**config.mk**
```make
export PLATFORM = sky130hd
export DESIGN_NAME = prach_hb2_pd
export DESIGN_NICKNAME = d
export VERILOG_FILES = /design/src/rtl/prach_pkg.sv /design/src/rtl/delay.sv /design/src/rtl/prach_hb2_pd_ram.sv /design/src/rtl/prach_hb2_pd.sv
export SDC_FILE = /design/constraint.sdc
export NUM_CORES = 1
export LEC_CHECK = 0
export BUFFER_PORTS_ARGS = -buffer_cell sky130_fd_sc_hd__buf_4
export CORE_AREA = 10 10 270 169
export DETAILED_ROUTE_END_ITERATION = 10
export DIE_AREA = 0 0 280 179
export PLACE_DENSITY = 0.67
export SLEW_MARGIN = 20
export SYNTH_ARGS = -nofsm -noshare
export SYNTH_HDL_FRONTEND = slang
export SYNTH_SLANG_ARGS = --single-unit
```
**constraint.sdc**
```tcl
create_clock -name clk -period 2.75 [get_ports clk]
set_input_delay 0.55 -clock clk [delete_from_list [all_inputs] [get_ports clk]]
set_output_delay 0.55 -clock clk [all_outputs]
set_load 0.005 [all_outputs]
```
**src/rtl/prach_pkg.sv**
```systemverilog
// Shared PRACH constants and types.
//   NumChannel     : TDM slots per frame
//   NumChannelUsed : active channels (0..NumChannelUsed-1)
//   SampleW/ChnW   : sample and channel-index widths
//   pd_side_t      : sideband bundle carried alongside the polyphase pair
package prach_pkg;

  localparam int unsigned NumChannel     = 32;
  localparam int unsigned NumChannelUsed = 24;
  localparam int unsigned SampleW        = 16;
  localparam int unsigned ChnW           = 8;
  localparam int unsigned AddrW          = $clog2(NumChannel);

  typedef struct packed {
    logic            sync;
    logic            dv;
    logic [ChnW-1:0] chn;
  } pd_side_t;

  // Next expected channel, wrapping after the last used channel.
  function automatic logic [ChnW-1:0] next_chn(input logic [ChnW-1:0] chn);
    return (chn == ChnW'(NumChannelUsed - 1)) ? '0 : chn + ChnW'(1);
  endfunction

endpackage

```
**src/rtl/delay.sv**
```systemverilog
// Generic fixed-depth register pipeline with async active-low reset.
//   clk, rst_n : clock / reset
//   din        : Width-bit input
//   dout       : din delayed by Depth cycles (Depth >= 1)
module delay #(
  parameter int unsigned Width = 1,
  parameter int unsigned Depth = 2
) (
  input  logic             clk,
  input  logic             rst_n,
  input  logic [Width-1:0] din,
  output logic [Width-1:0] dout
);

  logic [Width-1:0] pipe [Depth];

  always_ff @(posedge clk or negedge rst_n) begin
    if (!rst_n) begin
      for (int i = 0; i < int'(Depth); i++) pipe[i] <= '0;
    end else begin
      pipe[0] <= din;
      for (int i = 1; i < int'(Depth); i++) pipe[i] <= pipe[i-1];
    end
  end

  assign dout = pipe[Depth-1];

endmodule

```
**src/rtl/prach_hb2_pd_ram.sv**
```systemverilog
// Simple-dual-port sample buffer, NumChannelUsed x SampleW, registered read.
//   we/waddr/wdata : write port
//   re/raddr       : read request; rdata valid the cycle after re
// Memory contents are not reset; only the read register is.
module prach_hb2_pd_ram
  import prach_pkg::*;
(
  input  logic                      clk,
  input  logic                      rst_n,
  input  logic                      we,
  input  logic [AddrW-1:0]          waddr,
  input  logic signed [SampleW-1:0] wdata,
  input  logic                      re,
  input  logic [AddrW-1:0]          raddr,
  output logic signed [SampleW-1:0] rdata
);

  logic [SampleW-1:0] mem [NumChannelUsed];

  // Write port.
  always_ff @(posedge clk) begin
    if (we) mem[waddr] <= wdata;
  end

  // Registered read port; holds its value between reads.
  always_ff @(posedge clk or negedge rst_n) begin
    if (!rst_n) rdata <= '0;
    else if (re) rdata <= mem[raddr];
  end

endmodule

```
**src/rtl/prach_hb2_pd.sv**
```systemverilog
// Polyphase decomposer ahead of the PRACH half-band decimator.
// Even-phase samples are buffered per channel; each odd-phase sample is
// emitted together with the buffered even sample of the same channel.
//   din_dq/din_dv/din_chn/sync_in : TDM input stream
//   dout_dp1 : even-phase (older) sample, dout_dp2 : odd-phase (newer) sample
//   dout_dv/dout_chn/sync_out     : pair sideband, 2 cycles after input
//   err_seq  : sticky channel-sequence error, cleared by an accepted sync
module prach_hb2_pd
  import prach_pkg::*;
(
  input  logic                      clk,
  input  logic                      rst_n,
  input  logic signed [SampleW-1:0] din_dq,
  input  logic                      din_dv,
  input  logic [ChnW-1:0]           din_chn,
  input  logic                      sync_in,
  output logic signed [SampleW-1:0] dout_dp1,
  output logic signed [SampleW-1:0] dout_dp2,
  output logic                      dout_dv,
  output logic [ChnW-1:0]           dout_chn,
  output logic                      sync_out,
  output logic                      err_seq
);

  localparam logic PhEven = 1'b0;
  localparam logic PhOdd  = 1'b1;

  logic            phase, phase_d;
  logic [ChnW-1:0] exp_chn, exp_chn_d;
  logic            err_d;
  logic            sync_pend, sync_pend_d;

  logic in_range_c, accept_c, sync_acc_c, odd_c, wr_c, first_pair_c;
  pd_side_t side_c, side_q;

  logic signed [SampleW-1:0] s1_dq;
  logic signed [SampleW-1:0] ram_rdata;

  // Input qualification: a sync always forces the sample into even phase.
  assign in_range_c   = din_chn < ChnW'(NumChannelUsed);
  assign accept_c     = din_dv & in_range_c;
  assign sync_acc_c   = accept_c & sync_in;
  assign odd_c        = accept_c & ~sync_in & (phase == PhOdd);
  assign wr_c         = accept_c & (sync_in | (phase == PhEven));
  assign first_pair_c = odd_c & (din_chn == '0) & sync_pend;

  // TDM position tracking and error flag.
  always_comb begin
    phase_d     = phase;
    exp_chn_d   = exp_chn;
    err_d       = err_seq;
    sync_pend_d = sync_pend;
    if (din_dv && !in_range_c) begin
      err_d = 1'b1;
    end else if (sync_acc_c) begin
      phase_d     = PhEven;
      exp_chn_d   = ChnW'(1);
      err_d       = (din_chn != '0);
      sync_pend_d = 1'b1;
    end else if (accept_c) begin
      if (din_chn != exp_chn) err_d = 1'b1;
      exp_chn_d = next_chn(din_chn);
      if (din_chn == ChnW'(NumChannelUsed - 1)) phase_d = ~phase;
      if (first_pair_c) sync_pend_d = 1'b0;
    end
  end

  always_ff @(posedge clk or negedge rst_n) begin
    if (!rst_n) begin
      phase     <= PhEven;
      exp_chn   <= '0;
      err_seq   <= 1'b0;
      sync_pend <= 1'b0;
    end else begin
      phase     <= phase_d;
      exp_chn   <= exp_chn_d;
      err_seq   <= err_d;
      sync_pend <= sync_pend_d;
    end
  end

  // A bare sync (no valid) passes straight through to sync_out.
  always_comb begin
    side_c      = '0;
    side_c.dv   = odd_c;
    side_c.chn  = din_chn;
    side_c.sync = (sync_in & ~din_dv) | first_pair_c;
  end

  delay #(
    .Width ($bits(pd_side_t)),
    .Depth (2)
  ) u_side_dly (
    .clk   (clk),
    .rst_n (rst_n),
    .din   (side_c),
    .dout  (side_q)
  );

  assign dout_dv  = side_q.dv;
  assign dout_chn = side_q.chn;
  assign sync_out = side_q.sync;

  prach_hb2_pd_ram u_ram (
    .clk   (clk),
    .rst_n (rst_n),
    .we    (wr_c),
    .waddr (AddrW'(din_chn)),
    .wdata (din_dq),
    .re    (odd_c),
    .raddr (AddrW'(din_chn)),
    .rdata (ram_rdata)
  );

  // Data path: stage 1 holds the odd sample while the buffer read completes.
  always_ff @(posedge clk or negedge rst_n) begin
    if (!rst_n) begin
      s1_dq    <= '0;
      dout_dp1 <= '0;
      dout_dp2 <= '0;
    end else begin
      if (accept_c) s1_dq <= din_dq;
      dout_dp1 <= ram_rdata;
      dout_dp2 <= s1_dq;
    end
  end

endmodule

```
==> results of run 1 <==
[cells by family after synthesis]
family                     synth area share, %
buffers and inverters                     2.00
and+or+nand+nor                           4.14
adders and majority gates                0.277
xor gates and xnor gates                 0.340
AOI/OAI and AO/OA                         5.16
DFF                                       77.1
muxes                                     11.0
[critical path: cells and delay by family]
family	cells	cell delay (ns)
buffers and inverters	3	0.58
AND/OR/NAND/NOR	4	1.12
[per-stage QoR]
stage / area (um2) / setup slack [ns] / hold slack (ns)
4_1_cts: 21200 / 0.707 / 0.0872
5_1_grt: 21200 / 0.660 / 0.0893
6_report: 21200 / 0.703 / 0.118
3_3_place_gp: 19800 / 0.127 / 0.333
2_1_floorplan: 18100 / 0.0535 / 0.254
3_5_place_dp: 19800 / 0.140 / 0.335
[routing by layer]
layer	track usage, %	vias up
li1	-	4248
met1	26.3	4925
met2	24.7	348
met3	4.24	39
met4	3.12	0
met5	0	-
[area by class of cell]
type,instances,area share [%]
Antenna cell,1,0.0118
Clock buffer,60,5.68
Clock inverter,19,0.803
Inverter,5,0.0886
Multi-Input combinational cell,479,18.2
Sequential cell,479,65.7
Tap cell,540,3.19
Timing Repair Buffer,147,6.38
[Yosys cell counts, types with 2 or more instances]
master / number / share of area, %
nand2b_1: 3 / 0.10
nor2_1: 40 / 0.83
clkbuf_1: 27 / 0.56
buf_2: 16 / 0.44
nor3_1: 8 / 0.22
or3_1: 3 / 0.10
nand3_1: 35 / 0.97
buf_4: 18 / 0.75
a22oi_1: 79 / 3.3
buf_1: 4 / 0.083
o21ai_1: 2 / 0.055
ha_1: 4 / 0.28
and2_1: 4 / 0.14
mux4_2: 17 / 2.1
dfrtp_1: 95 / 13
a41oi_1: 16 / 0.78
mux2i_1: 159 / 8.8
nor2b_1: 5 / 0.17
xor2_1: 3 / 0.15
xnor2_1: 4 / 0.19
o211ai_1: 15 / 0.62
inv_1: 5 / 0.10
o21ai_0: 4 / 0.11
edfxtp_1: 384 / 64
nand2_1: 64 / 1.3
[registers in the layout, indices dropped and copies added, names as in the netlist]
| register | count |
|---|---|
| u_ram.mem | 384 |
| dout_dp1 | 16 |
| dout_dp2 | 16 |
| s1_dq | 16 |
| u_ram.rdata | 16 |
| u_side_dly.dout | 10 |
| u_side_dly.pipe | 10 |
| exp_chn | 8 |
| err_seq | 1 |
| phase | 1 |
| sync_pend | 1 |
[power by group through the flow]
stage | Sequential [uW] | Clock (uW) | Combinational (uW)
after floorplan | 8350 | 0 | 456
after CTS | 8230 | 6040 | 1070
after detailed placement | 8390 | 0 | 1060
after global placement | 8380 | 0 | 1050
after global routing | 8250 | 6360 | 1140
final | 8230 | 5910 | 1050
[worst max path at each step]
stage / start / to / slack, ns
global placement: din_chn[5] / u_ram.mem[8][11] / 0.13
finish: din_chn[5] / u_ram.mem[8][13] / 0.70
detailed placement: din_chn[5] / u_ram.mem[8][13] / 0.14
CTS: din_chn[5] / u_ram.mem[8][13] / 0.71
global route: phase / u_ram.mem[8][10] / 0.66
floorplan: din_chn[5] / u_ram.mem[15][0] / 0.05
[timing repair]
action	CTS	global route
hold buffers	1	0
hold endpoints to repair	39	0
setup endpoints to repair	0	0
==> impl_metrics.tcl, run 1 <==
set metrics [dict create \
    vias 9560 \
    synthToLayoutAreaGrowth_pct 17.4 \
    slowest_delay_ns 0.42 \
    clockBufferDepth 3 \
    drc 0 \
    switching_power_uw 3300 \
    totalPowerFinal_uw 15200 \
    clock_latency_ns 0.55 \
    hold_path_depth 1 \
    leakagePower_uw 0.00774 \
    yosysUniqueCellTypes 40 \
    dp_hpwl_mm 27.6 \
    hold_viol 0 \
    via_per_inst 5.53 \
    synthesis.area_per_instance_um2 17.5 \
    netlist_instances 1029 \
    rsz0062_at_grt "false" \
    drt-met1-wl_mm 20.4 \
    met2_wirelength_mm 18.3 \
    layout_commonest_cell "edfxtp_1" \
    setup_viol 0 \
    seqPwrFrac_pct 54.2 \
    reg2reg_slack_ns 0.73 \
    arrival_ns 2.28 \
    worstSetupEndpointType "register" \
    post_cts_buffers 0 \
    hold_start "din_chn[7]" \
    clk_pin_slew_ns 0.06 \
    worstRegToRegCells 6 \
    h-tree-depth 2 \
    coreArea_mm2 0.0409 \
    cts_buffers 44 \
    swShare_pct 21.7 \
    final_cell_mix "384 x edfxtp_1, 159 x mux2i_1, 126 x buf_4" \
    pwr-share-clk_pct 38.9 \
    synth_edf_count 384 \
    drive_gt1_share_pct 20.7 \
    finalNonFillerCells 1730 \
    p_comb_share_pct 6.9 \
    cts_sinks 479 \
    ioPinCount 71 \
    worstHoldEndpoint "u_side_dly.pipe[17]" \
    totalWireLength_mm 42.7 \
    async_reset_ff_share_pct 19.8 \
    fin_tns_setup_ns 0 \
    numPortBuffers 70 \
    crit_slowest_cell "or3_1" \
    grt_start_max_net_pins 57 \
    first_pass_iters 7 \
    grt_pass1_wl_mm 63.5 \
    antenna_left 0 \
    ys.flop_type "edfxtp_1" \
    fillCellCount 3302 \
    utilization_pct 51.7 \
    regArea_mm2 0.0139 \
    grt_pass1_vias 9499 \
    crit_path_frequent_cell "buf_4" \
    gr-total-overflow 0 \
    power_density_mw_per_mm2 717 \
    avgRoutedWirePerCell_um 24.7 \
    reg2reg_to "u_ram.mem[8][13]" \
    die_h_um 179 \
    post-route-period-util_pct 74.4 \
    rr_startpoint "phase" \
    synth_seq_area_share_pct 77.1 \
    finalWeightedCongestion 0.793 \
    ys_warn_count 0 \
    placed_cells 1649 \
    finClkSkew_ns 0.0108 \
    critPathRequiredTime_ns 2.98 \
    max_slew_margin_pct 51.7 \
    initial_core_util_pct 44.1 \
    maxSlewViolCount 0 \
    dr_wl_met3_mm 3.54 \
    status "finished, final reports clean" \
    fmax_mhz 489 \
    drt_iter0_drc 1036 \
    antenna_found_initial 0 \
    cp_max_fo 16 \
    fin_nets 1188 \
    die_area_mm2 0.0501 \
    rows 58 \
    ctsResizeCount 0 \
    multi_input_comb_area_mm2 0.00385 \
    hold_path.class "in2reg" \
    post-route-min-period_ns 2.05 \
    worstMarginPinSlew_ns 0.722 \
    drv_cap 0 \
    p_int_uw 11900 \
    top_layer_used "met4" \
    crit_type "in2reg" \
    peakVddDrop_mv 0.372 \
    cts_tree "yes" \
    grt_usage_pct 17.2 \
    crit_chain "buf_4, or3_1, nor3_1, buf_4, nand2_1, nor3_2, buf_4" \
    root_buffer "clkbuf_16" \
    ys_seq_elements 479 \
    start_kind "primary input" \
    synth_nets 1061 \
    die_x_um 280 \
    synth_area_mm2 0.0180 \
]
(Power assumes the default switching activity.)
==> run 2: changes to the inputs <==
--- a/config.mk
+++ b/config.mk
@@ -9,7 +9,7 @@
 export CORE_AREA = 10 10 270 169
 export DETAILED_ROUTE_END_ITERATION = 10
 export DIE_AREA = 0 0 280 179
-export PLACE_DENSITY = 0.67
+export PLACE_DENSITY = 0.65
 export SLEW_MARGIN = 20
 export SYNTH_ARGS = -nofsm -noshare
 export SYNTH_HDL_FRONTEND = slang
==> constraint.sdc (replaced) <==
create_clock -name clk -period 2 [get_ports clk]
set_input_delay 0.4 -clock clk [delete_from_list [all_inputs] [get_ports clk]]
set_output_delay 0.4 -clock clk [all_outputs]
set_load 0.005 [all_outputs]
==> run 2 against run 1 <==
Net effect:
- wire length increased by 2.1%
- setup slack got worse by 0.51 ns
- register-to-register slack got worse by 0.54 ns
- clock skew increased by 0.0018 ns
- cell count increased by 3.0%
- critical path depth decreased by 1
- die area unchanged
- total power increased by 38%
- sequential power increased by 37%
==> impl_metrics.tcl, run 2 (synthesis results as in run 1) <==
set metrics [dict create \
    max_slew_margin_pct 49.9 \
    worstMarginPinSlew_ns 0.750 \
    worstSetupEndpointType "register" \
    dp_hpwl_mm 29.0 \
    power_density_mw_per_mm2 956 \
    p_int_uw 16500 \
    reg2reg_to "u_ram.mem[9][15]" \
    drt_iter0_drc 1065 \
    rsz0062_at_grt "false" \
    setup_viol 0 \
    maxSlewViolCount 0 \
    h-tree-depth 2 \
    drv_cap 0 \
    drive_gt1_share_pct 25.0 \
    synthToLayoutAreaGrowth_pct 21.7 \
    critPathRequiredTime_ns 2.25 \
    diodes 0 \
    utilization_pct 53.7 \
    crit_chain "nor2b_1, nor3_4, buf_12, nand2_4, nor3_4, buf_12" \
    fmax_mhz 552 \
    p_comb_share_pct 7.3 \
    fin_ws_ns 0.189 \
    clockBufferDepth 3 \
    grt_pass1_vias 10100 \
    gr-total-overflow 0 \
    post-route-period-util_pct 90.6 \
    slowest_delay_ns 0.42 \
    grt_start_max_net_pins 38 \
    hold_path_depth 2 \
    cts_sinks 479 \
    post-route-min-period_ns 1.81 \
    peakVddDrop_mv 0.637 \
    coreArea_mm2 0.0409 \
    pwr-share-clk_pct 38.9 \
    pre_cts_ws_ns -0.253 \
    worstRegToRegCells 6 \
    swShare_pct 21.6 \
    post_cts_buffers 0 \
    switching_power_uw 4530 \
    start_kind "register" \
    regMostFlops "u_ram.mem" \
    initial_core_util_pct 44.1 \
    root_buffer "clkbuf_16" \
    die_x_um 280 \
    grt_pass1_wl_mm 65.6 \
    first_pass_iters 5 \
    die_h_um 179 \
    grt_usage_pct 17.5 \
    leakagePower_uw 0.00812 \
    die_area_mm2 0.0501 \
    arrival_ns 2.06 \
    totalWireLength_mm 43.6 \
    cts_tree "yes" \
    worstHoldEndpoint "u_side_dly.pipe[17]" \
    holdWs_ns 0.0644 \
    hold_path.class "in2reg" \
    cp_max_fo 16 \
    largest_reg_flops 384 \
    hold_viol 0 \
    numPortBuffers 70 \
    via_per_inst 5.54 \
    antenna_left 0 \
    rows 58 \
    ioPinCount 71 \
    hold_start "din_chn[7]" \
    vias 9879 \
    antenna_found_initial 0 \
    clock_latency_ns 0.55 \
    crit_type "reg2reg" \
    fin_nets 1242 \
    reg2reg_slack_ns 0.19 \
    cts_buffers 43 \
    status "finished, final reports clean" \
    avgRoutedWirePerCell_um 24.5 \
    drc 0 \
    layout_commonest_cell "edfxtp_1" \
    rr_startpoint "phase" \
    finClkSkew_ns 0.0127 \
    seqPwrFrac_pct 53.8 \
    final_cell_mix "384 x edfxtp_1, 166 x buf_4, 159 x mux2i_1" \
    clk_pin_slew_ns 0.06 \
    crit_slowest_cell "dfrtp_1" \
    finalWeightedCongestion 0.847 \
]
run 2: cell count changes in the layout (fill, tap and decap cells not counted), sizes merged:
cell,change
inv,-1
clkbuf,-3
clkinvlp,+2
diode,-1
buf,+55
bufinv,+1
clkinv,-1
run 2: layout make-up:
type	instances	area [um2]
clock buffer	57	1180
clock inverter	20	194
fill	3283	19000
inverter	5	18.8
multi-input combinational	479	4030
sequential	479	13900
tap	540	676
timing repair buffer	202	1950
run 2: power groups by stage:
stage | clock network, uW | logic (uW) | registers, uW
after floorplan | 0 | 647 | 11500
after global placement | 0 | 1540 | 11500
after detailed placement | 0 | 1560 | 11500
after CTS | 8330 | 1570 | 11300
after global routing | 8790 | 1680 | 11300
final | 8160 | 1540 | 11300
run 2: how the worst max path moves through the flow:
stage	endpoint	slack (ns)	startpoint
2_1_floorplan	u_ram.mem[10][0]	-0.37	din_chn[5]
3_3_place_gp	u_ram.mem[9][6]	-0.24	din_chn[5]
3_5_place_dp	u_ram.mem[9][10]	-0.25	din_chn[5]
4_1_cts	u_ram.mem[9][6]	0.20	phase
5_1_grt	u_ram.mem[9][6]	0.11	phase
6_report	u_ram.mem[9][15]	0.19	phase
run 2: metrics by stage:
| stage | cell area (um2) | total power [uW] | cells | TNS (ns) |
|---|---|---|---|---|
| floorplan | 18300 | 12100 | 1029 | -94.46 |
| global placement | 20600 | 13000 | 1704 | -55.95 |
| detailed placement | 20600 | 13100 | 1704 | -61.95 |
| CTS | 22000 | 21200 | 1782 | 0 |
| global route | 22000 | 21800 | 1782 | 0 |
| finish | 22000 | 21000 | 1782 | 0 |
run 2: critical path: cells and delay by family, from the launching register on:
kind | cells | cell delay, ns
DFF | 1 | 0.42
buffers and inverters | 2 | 0.34
and+or+nand+nor | 4 | 0.74
run 2: per-layer routing:
metal / global-route usage [%] / up-vias / part of all wire [%]
met3: 5.36 / 49 / 9.0
met2: 25.7 / 324 / 43
li1: - / 4362 / -
met4: 3.34 / 0 / 1.4
met1: 25.5 / 5144 / 46
met5: 0 / - / 0
run 2: timing repair:
item | in CTS | in global routing
setup endpoints to repair | 0 | 0
hold buffers | 1 | 0
endpoints found under the hold margin | 31 | 0
resized for setup | 0 | 0
